==> src/rtl/rr_arbiter_if.sv <==
// Handshake bundle between rr_arbiter and the mux/consumer it steers.
// master: arbiter side (drives grant/select/out_valid/ptr, takes req/out_ready).
// slave : requester/consumer side (drives req/out_ready, observes the rest).
interface rr_arbiter_if #(
    parameter int INPUTS = 8,
    parameter int WSEL   = $clog2(INPUTS)
) ();
    logic [INPUTS-1:0] req;
    logic [INPUTS-1:0] grant;
    logic [WSEL-1:0]   select;
    logic              out_valid;
    logic              out_ready;
    logic [WSEL-1:0]   ptr;

    modport master (
        input  req,
        input  out_ready,
        output grant,
        output select,
        output out_valid,
        output ptr
    );

    modport slave (
        output req,
        output out_ready,
        input  grant,
        input  select,
        input  out_valid,
        input  ptr
    );
endinterface

==> src/rtl/rr_arbiter.sv <==
// Round-robin arbiter with registered one-hot grant and binary mux select.
// Ports: clk, reset (async, active-high), bus (rr_arbiter_if.master);
// lock input exists only when the ARB_LOCK_EN macro is defined, and holds
// the current grant across a handshake while the granted request stays up.
module rr_arbiter #(
    parameter int INPUTS = 8,
    parameter int WSEL   = $clog2(INPUTS)
) (
    input  logic clk,
    input  logic reset,
`ifdef ARB_LOCK_EN
    input  logic lock,
`endif
    rr_arbiter_if.master bus
);

    typedef enum logic {
        IDLE  = 1'b0,
        GRANT = 1'b1
    } state_t;

    state_t            state_q, state_d;
    logic [INPUTS-1:0] grant_q, grant_d;
    logic [WSEL-1:0]   select_q, select_d;
    logic [WSEL-1:0]   ptr_q, ptr_d;

    logic [WSEL-1:0]   ptr_next;
    logic [INPUTS-1:0] req_other;
    logic [WSEL:0]     pick_idle;
    logic [WSEL:0]     pick_next;
    logic              lock_hold;

    // First set bit of r searching upward from p with wrap.
    // Result is {found, index}.
    function automatic logic [WSEL:0] pick(
        input logic [INPUTS-1:0] r,
        input logic [WSEL-1:0]   p
    );
        logic            found;
        logic [WSEL-1:0] idx;
        int              j;
        found = 1'b0;
        idx   = '0;
        for (int k = 0; k < INPUTS; k++) begin
            j = int'(p) + k;
            if (j >= INPUTS) begin
                j = j - INPUTS;
            end
            if (!found && r[j[WSEL-1:0]]) begin
                found = 1'b1;
                idx   = j[WSEL-1:0];
            end
        end
        return {found, idx};
    endfunction

    always_comb begin
        // Explicit wrap so non-power-of-2 widths never leave [0, INPUTS).
        ptr_next  = (select_q == WSEL'(INPUTS - 1)) ? '0 : select_q + 1'b1;
        req_other = bus.req & ~grant_q;
        pick_idle = pick(bus.req, ptr_q);
        pick_next = pick(req_other, ptr_next);
`ifdef ARB_LOCK_EN
        lock_hold = lock && bus.req[select_q];
`else
        lock_hold = 1'b0;
`endif

        state_d  = state_q;
        grant_d  = grant_q;
        select_d = select_q;
        ptr_d    = ptr_q;

        unique case (state_q)
            IDLE: begin
                if (pick_idle[WSEL]) begin
                    state_d  = GRANT;
                    select_d = pick_idle[WSEL-1:0];
                    grant_d  = INPUTS'(1) << pick_idle[WSEL-1:0];
                end
            end
            GRANT: begin
                // Handshake outranks a same-cycle drop of the granted req.
                if (bus.out_ready) begin
                    if (!lock_hold) begin
                        ptr_d = ptr_next;
                        if (pick_next[WSEL]) begin
                            select_d = pick_next[WSEL-1:0];
                            grant_d  = INPUTS'(1) << pick_next[WSEL-1:0];
                        end else begin
                            state_d = IDLE;
                            grant_d = '0;
                        end
                    end
                end else if (!bus.req[select_q]) begin
                    state_d = IDLE;
                    grant_d = '0;
                end
            end
            default: begin
                state_d = IDLE;
                grant_d = '0;
            end
        endcase
    end

    always_ff @(posedge clk or posedge reset) begin
        if (reset) begin
            state_q  <= IDLE;
            grant_q  <= '0;
            select_q <= '0;
            ptr_q    <= '0;
        end else begin
            state_q  <= state_d;
            grant_q  <= grant_d;
            select_q <= select_d;
            ptr_q    <= ptr_d;
        end
    end

    assign bus.grant     = grant_q;
    assign bus.select    = select_q;
    assign bus.ptr       = ptr_q;
    assign bus.out_valid = (state_q == GRANT);

endmodule

==> src/flat_wrapper.sv <==
// flat-port wrapper written by rule: the top's interface ports become plain ports
module rr_arbiter_flat 
#(
    parameter int INPUTS = 8,
    parameter int WSEL   = $clog2(INPUTS)
)
  (clk, reset, bus_req, bus_out_ready, bus_grant, bus_select, bus_out_valid, bus_ptr);
  rr_arbiter_if #(.INPUTS(INPUTS), .WSEL(WSEL)) bus_i ();
  input  logic clk;
  input  logic reset;
  input wire logic [$bits(bus_i.req)-1:0] bus_req;
  input wire logic [$bits(bus_i.out_ready)-1:0] bus_out_ready;
  output wire logic [$bits(bus_i.grant)-1:0] bus_grant;
  output wire logic [$bits(bus_i.select)-1:0] bus_select;
  output wire logic [$bits(bus_i.out_valid)-1:0] bus_out_valid;
  output wire logic [$bits(bus_i.ptr)-1:0] bus_ptr;
  assign bus_i.req = bus_req;
  assign bus_i.out_ready = bus_out_ready;
  assign bus_grant = bus_i.grant;
  assign bus_select = bus_i.select;
  assign bus_out_valid = bus_i.out_valid;
  assign bus_ptr = bus_i.ptr;
  rr_arbiter #(.INPUTS(INPUTS), .WSEL(WSEL)) u_core (.clk(clk), .reset(reset), .bus(bus_i));
endmodule
==> config.mk <==
export PLATFORM = sky130hd
export DESIGN_NAME = rr_arbiter_flat
export DESIGN_NICKNAME = d
export VERILOG_FILES = /design/src/rtl/rr_arbiter_if.sv /design/src/rtl/rr_arbiter.sv /design/src/flat_wrapper.sv
export SDC_FILE = /design/constraint.sdc
export NUM_CORES = 1
export LEC_CHECK = 0
export ABC_AREA = 0
export BUFFER_PORTS_ARGS = -buffer_cell sky130_fd_sc_hd__clkbuf_2
export CAP_MARGIN = 20
export CORE_MARGIN = 2
export CORE_UTILIZATION = 55
export DETAILED_ROUTE_END_ITERATION = 16
export PLACE_DENSITY = 0.85
export SLEW_MARGIN = 10
export SYNTH_ARGS = -nofsm -noshare
export SYNTH_HDL_FRONTEND = slang
export SYNTH_SLANG_ARGS = --single-unit
==> constraint.sdc <==
create_clock -name clk -period 4.23 [get_ports clk]
set_input_delay 0 -clock clk [delete_from_list [all_inputs] [get_ports clk]]
set_output_delay 0 -clock clk [all_outputs]
set_load 0.005 [all_outputs]
# Word level (Yosys, flattened, before mapping)
# Index checks and enable logic that the tools add are counted.
op_classes:
  addsub: 31
  multipliers: 0
  n_div: 0
  magnitude_cmp: 33
  n_eq_ne: 5
  n_shift: 2
  n_mux: 97
  n_bitwise: 3
  reduce_logical: 31
op_table:
  columns: ["cell", "count"]
  rows:
  - ["2-to-1 mux 3 bit", 36]
  - ["less-than comparator 3 x 4 -> 1 bit (second input constant)", 17]
  - [">= comparator 4 bit (second input constant)", 14]
  - ["binary-select mux 1 bit (select 3 bit)", 17]
  - ["subtractor 3 x 1 -> 3 bit (second input constant)", 16]
  - ["2-to-1 mux 1 bit", 37]
  - ["adder 3 x 3 -> 4 bit (second input constant)", 8]
  - ["2-to-1 mux 8 bit", 4]
  - ["adder 3 x 2 -> 4 bit (second input constant)", 4]
  - ["one-hot mux 8 bit (2 select lines)", 1]
  - ["left shift 1 x 3 -> 8 bit (first input constant)", 2]
  - ["logical AND 1 bit", 14]
  - ["logical NOT 1 bit", 14]
  - ["adder 3 x 1 -> 4 bit (second input constant)", 2]
  - ["bitwise AND 8 bit", 1]
  - [">= comparator 3 x 4 -> 1 bit (second input constant)", 2]
  - ["inverter 8 bit", 1]
  - ["one-hot mux 3 bit (2 select lines)", 1]
  - ["inequality test 2 bit (second input constant)", 2]
  - ["AND reduction 2 bit", 2]
  - ["adder 3 x 1 -> 3 bit (second input constant)", 1]
  - ["== test 3 bit (second input constant)", 1]
  - ["inequality test 3 bit (second input constant)", 1]
  - ["AND reduction 3 bit", 1]
  - ["other kinds (3)", 3]
totals:
  ff_bits: 15
  latch_bits: 0
  ramBits: 0
  rom_bits: 0
  output_inout_bits: 15
  word_cells: 206
  mem_count: 0

# Depth between registers and ports, before layout
depth:
  ltp_word: 32
  depth_mapped: 15

# Least setup slack after synthesis
# OpenSTA, ideal clock, no wires.
synth_path:
  path_type: "register -> register"
  startpoint: "register u_core.ptr_q[1] (netlist: u_core.bus.ptr[1])"
  endpoint: "register u_core.grant_q[4] (netlist: u_core.bus.grant[4])"
  setup_ns: 0.126
  t_arrival_ns: 4.035
  required_time_ns: 4.104
  slack_ns: 0.069
  path_stages_with_launch: 13
  period_less_slack_ns: 4.161
  cell_sequence: "dfrtp_1 -> clkbuf_1 -> clkbuf_1 -> inv_1 -> ha_1 -> clkbuf_1 -> mux4_2 -> mux2_2 -> or2_1 -> o41ai_2 -> nor2_1 -> and3_1 -> a221o_1"
synth_between:
  elab_chain_cells: 29
synth_lines:
  columns: ["element", "line_no", "source"]
  rows:
  - ["from (decl)", "rr_arbiter.sv:25", "logic [WSEL-1:0] ptr_q, ptr_d;"]
  - ["from (signal assigned)", "rr_arbiter.sv:117", "ptr_q <= ptr_d;"]
  - ["parallel branches: the longest is 29 deep, another holds adder 3 x 1 -> 4 bit", null, null]
  - ["to (signal assigned)", "rr_arbiter.sv:115", "grant_q <= grant_d;"]
  - ["to (decl)", "rr_arbiter.sv:23", "logic [INPUTS-1:0] grant_q, grant_d;"]
# Parallel ways; which one is timed is not known. The select of a mux whose other input is x is not followed.
# A chain may end at the register's enable or synchronous reset.

# Worst setup path in the final report
layout_path:
  startpoint: "register u_core.select_q[1] (netlist: u_core.bus.select[1])"
  endpoint: "register u_core.grant_q[6] (netlist: u_core.bus.grant[6])"
layout_between:
  elab_chain_cells: 32
layout_lines:
  columns: ["element", "line_no", "source"]
  rows:
  - ["from (decl)", "rr_arbiter.sv:24", "logic [WSEL-1:0] select_q, select_d;"]
  - ["from (signal assigned)", "rr_arbiter.sv:116", "select_q <= select_d;"]
  - ["parallel branches: the longest is 32 deep, another holds adder 3 x 1 -> 4 bit", null, null]
# Parallel ways; which one is timed is not known. The select of a mux whose other input is x is not followed.

==> impl_metrics.env <==
export IMPL_skew_final_ps=1.41
export IMPL_drt_iter0_markers=273
export IMPL_worst_setup_path_start_kind="flop"
export IMPL_fillCellCount=394
export IMPL_count_of_flip_flops_with_a_built_in_enable_after_synthesis=0
export IMPL_cts_reportedPaths_clkPinSlew_ps=70
export IMPL_number_of_global_route_vias_before_repair=2663
export IMPL_tightest_slew_ps=607
export IMPL_hpwl_mm=5.92
export IMPL_start_util_pct=56.4
export IMPL_synth_sequential_area_ratio_pct=14.2
export IMPL_fp_dieW_um=73.4
export IMPL_timing_setup_tns_ps=0
export IMPL_replace_congestion=1.00
export IMPL_post_cts_resized=0
export IMPL_clk_insertion_delay_late_ps=280
export IMPL_post_route_wl_mm=7.71
export IMPL_final_min_period_over_clock_period_pct=89.1
export IMPL_synthesis_yosys_warnings=0
export IMPL_io_pins=26
export IMPL_ctsHtreeMaxLevel=1
export IMPL_die_height_um=73.4
export IMPL_cp_end_kind="flop"
export IMPL_buffer_ports_inserted=25
export IMPL_synthSimpleGateAreaFrac_pct=20.2
export IMPL_max_cap_viol_count=0
export IMPL_share_of_final_layout_standard_cells_stronger_than_drive_strength_1_pct=24.0
export IMPL_arrival_ps=3930
export IMPL_primary_ff_master_synth="sky130_fd_sc_hd__dfrtp_1"
export IMPL_finalNetCount=354
export IMPL_mappedNetlistArea_sq_um=2650
export IMPL_detail_route_first_pass_iterations=5
export IMPL_insertedDiodeCount=0
export IMPL_numCtsBuffers=3
export IMPL_finalMaxSlewViolations=0
export IMPL_netlist_instances=311
export IMPL_crit_path_max_incr_delay_ps=520
export IMPL_worst_ep_required_time_ps=4390
export IMPL_standard_cell_rows=25
export IMPL_min_delay_path_class="in2reg"
export IMPL_unrepaired_setup_endpoints_after_global_routing="no"
export IMPL_finalSetupViolations=0
export IMPL_cts_num_sinks=15
export IMPL_post_synth_fa_ha_maj_area_fraction_pct=2.36
export IMPL_synth_xor_xnor_area_share_pct=2.65
export IMPL_grt_overflow_total=0
export IMPL_synthToLayoutAreaGrowth_pct=10.0
export IMPL_cts_max_path_buffers=2
export IMPL_detail_route_drc_violations=0
export IMPL_critical_path_max_fanout=17
export IMPL_core_area_sq_um=4690
export IMPL_outcome="complete, no violations"
export IMPL_multi_input_area_sq_um=2140
export IMPL_synth_compound_area_share_pct=28.2
export IMPL_critPathBufInv=0
export IMPL_viasPerCell=7.28
export IMPL_synth_top_family_by_area="compound AO/OA/AOI/OAI gates"
export IMPL_synth_ff_latch_count=15
export IMPL_max_slew_margin_rel_pct=58.5
export IMPL_max_freq_ghz=0.265
export IMPL_crit_chain="ha_1, ha_1, or2_1, ha_1, xor2_1, mux4_2, a211oi_2, a21oi_1, o21ai_0, nor3b_1, a221o_1"
export IMPL_root_buffer_cell="sky130_fd_sc_hd__clkbuf_8"
export IMPL_crit_type="reg2reg"
export IMPL_worst_path_dominant_cell_family="compound AO/OA/AOI/OAI gates"
export IMPL_synth_net_count=327
export IMPL_postSynthAreaPerCell_sq_um=8.51
export IMPL_globalRouteTotalUtil_pct=30.2
export IMPL_drtAntennaViolNets=0
export IMPL_grt_first_pass_wirelength_mm=12.8
export IMPL_fin_crit_ps=3770
export IMPL_worst_path_max_delay_cell="sky130_fd_sc_hd__or2_1"
export IMPL_fp_dieArea_sq_um=5380
export IMPL_synth_distinct_cells=60
export IMPL_largest_net_degree_at_the_start_of_global_routing=18
export IMPL_async_flop_share_pct=100
export IMPL_routed_via_count=2846
export IMPL_cts_tree="built"
export IMPL_muxShareOfSynthArea_pct=27.3
export IMPL_finalHoldViolations=0
export IMPL_cpMostUsedCell="sky130_fd_sc_hd__ha_1"
export IMPL_layout_area_seq_sq_um=375
export IMPL_routed_length_per_instance_um=19.7
export IMPL_initial_antenna_violation_count=0
area by class of cell:
cell class              count  share of cell area, %
repair buffers             39                   7.99
flip-flops and latches     15                   12.9
well taps                  54                   2.32
clock inverters             1                  0.258
clock buffers               3                   1.42
inverters                  14                   1.80
multi-input cells         265                   73.3
cell families after synthesis:
| family | count (synthesis) |
|---|---|
| buf+inv | 31 |
| mux | 43 |
| flops | 15 |
| xor+xnor | 8 |
| simple gates | 106 |
| compound gates | 103 |
| fa+ha+maj | 5 |
stage by stage:
stage	utilization, %	worst slack [ps]	instance area [sq um]	instances	hold slack [ps]
after floorplan	-	68.6	2650	311	-98.5
after global placement	60.8	648	2850	386	76.1
after detailed placement	60.8	567	2850	386	83.9
after CTS	62.1	550	2910	391	48.4
after global routing	62.1	204	2910	391	58.7
final	62.1	460	2910	391	44.1
cells in the final DEF (no fill, tap or decap), drive strengths merged, types with 2 or more instances in the layout:
cell type / netlist / final
nand2: 30 / 30
clkbuf: 11 / 28
nor2: 25 / 25
mux4: 22 / 22
o21ai: 20 / 20
a21oi: 18 / 18
dfrtp: 15 / 15
mux2i: 14 / 14
inv: 14 / 14
buf: 6 / 13
nor3: 11 / 11
nor2b: 10 / 10
mux2: 7 / 7
a21o: 6 / 6
a211oi: 6 / 6
nor4b: 5 / 5
xnor2: 5 / 5
nand3: 5 / 5
o211ai: 5 / 5
a2111oi: 5 / 5
a31oi: 5 / 5
a221o: 5 / 5
o221ai: 5 / 5
ha: 5 / 5
nand2b: 4 / 4
o2111ai: 4 / 4
o22ai: 4 / 4
xor2: 3 / 3
nor3b: 3 / 3
nand3b: 3 / 3
or2: 2 / 2
o31ai: 2 / 2
a221oi: 2 / 2
and2: 2 / 2
a32o: 2 / 2
o311ai: 2 / 2
a22o: 2 / 2
path summary, 6_finish.rpt:
path / cells after the start / slack (ps) / end / start
worst max-delay path: 11 / 460 / u_core.bus.grant[6] / u_core.bus.select[1]
worst min-delay path: 3 / 40 / u_core.bus.out_valid / bus_out_ready
worst max register to register: 11 / 460 / u_core.bus.grant[6] / u_core.bus.select[1]
worst min register to register: 2 / 570 / u_core.bus.grant[7] / u_core.bus.grant[7]
max in group asynchronous: 3 / 3510 / u_core.bus.ptr[2] / reset
min in group asynchronous: 3 / 320 / u_core.bus.grant[7] / reset
synthesized netlist by cell type (3+ instances only):
cell type / n / area [sq um]
sky130_fd_sc_hd__o21ai_1: 4 / 20.0
sky130_fd_sc_hd__o21ai_0: 16 / 80.1
sky130_fd_sc_hd__inv_2: 3 / 11.3
sky130_fd_sc_hd__xor2_1: 3 / 26.3
sky130_fd_sc_hd__a31oi_1: 5 / 31.3
sky130_fd_sc_hd__inv_1: 11 / 41.3
sky130_fd_sc_hd__nand3b_1: 3 / 22.5
sky130_fd_sc_hd__nor2_1: 24 / 90.1
sky130_fd_sc_hd__a2111oi_0: 5 / 43.8
sky130_fd_sc_hd__nand2b_1: 4 / 25.0
sky130_fd_sc_hd__nor3_1: 11 / 55.1
sky130_fd_sc_hd__nand2_1: 30 / 113
sky130_fd_sc_hd__a21oi_1: 18 / 90.1
sky130_fd_sc_hd__buf_2: 4 / 20.0
sky130_fd_sc_hd__o211ai_1: 5 / 37.5
sky130_fd_sc_hd__o22ai_1: 4 / 25.0
sky130_fd_sc_hd__o2111ai_1: 4 / 35.0
sky130_fd_sc_hd__clkbuf_1: 11 / 41.3
sky130_fd_sc_hd__a211oi_1: 5 / 37.5
sky130_fd_sc_hd__mux2i_1: 14 / 140
sky130_fd_sc_hd__a221o_1: 5 / 50.1
sky130_fd_sc_hd__o221ai_1: 5 / 43.8
sky130_fd_sc_hd__mux2_2: 5 / 56.3
sky130_fd_sc_hd__dfrtp_1: 15 / 375
sky130_fd_sc_hd__nor4b_1: 5 / 43.8
sky130_fd_sc_hd__xnor2_1: 5 / 43.8
sky130_fd_sc_hd__a21o_1: 6 / 45.0
sky130_fd_sc_hd__ha_1: 5 / 62.6
sky130_fd_sc_hd__nor2b_1: 10 / 62.6
sky130_fd_sc_hd__mux4_2: 22 / 495
sky130_fd_sc_hd__nand3_1: 5 / 25.0
sky130_fd_sc_hd__nor3b_1: 3 / 22.5
timing repair:
action	in CTS	in global routing
hold endpoints to repair	15	0
setup buffers	0	0
hold buffers	1	0
worst min-delay path, delay by kind of cell:
| family | cells | cell delay [ps] |
|---|---|---|
| buffers and inverters | 1 | 90 |
| AND/OR/NAND/NOR | 2 | 190 |
layer usage:
metal,part of all wire (%),GRT usage (%)
met5,0,0
met4,2.4,8.89
met3,11,6.86
met2,47,49.0
met1,40,40.5
state kept, by name (all words and copies together) (netlist names):
register / flops
u_core.bus.grant: 8
u_core.bus.out_valid: 1
u_core.bus.ptr: 3
u_core.bus.select: 3
Power is left out: the tool's default activity adds up to more than one toggle a clock period on the data nets, which glitch-free logic cannot reach.
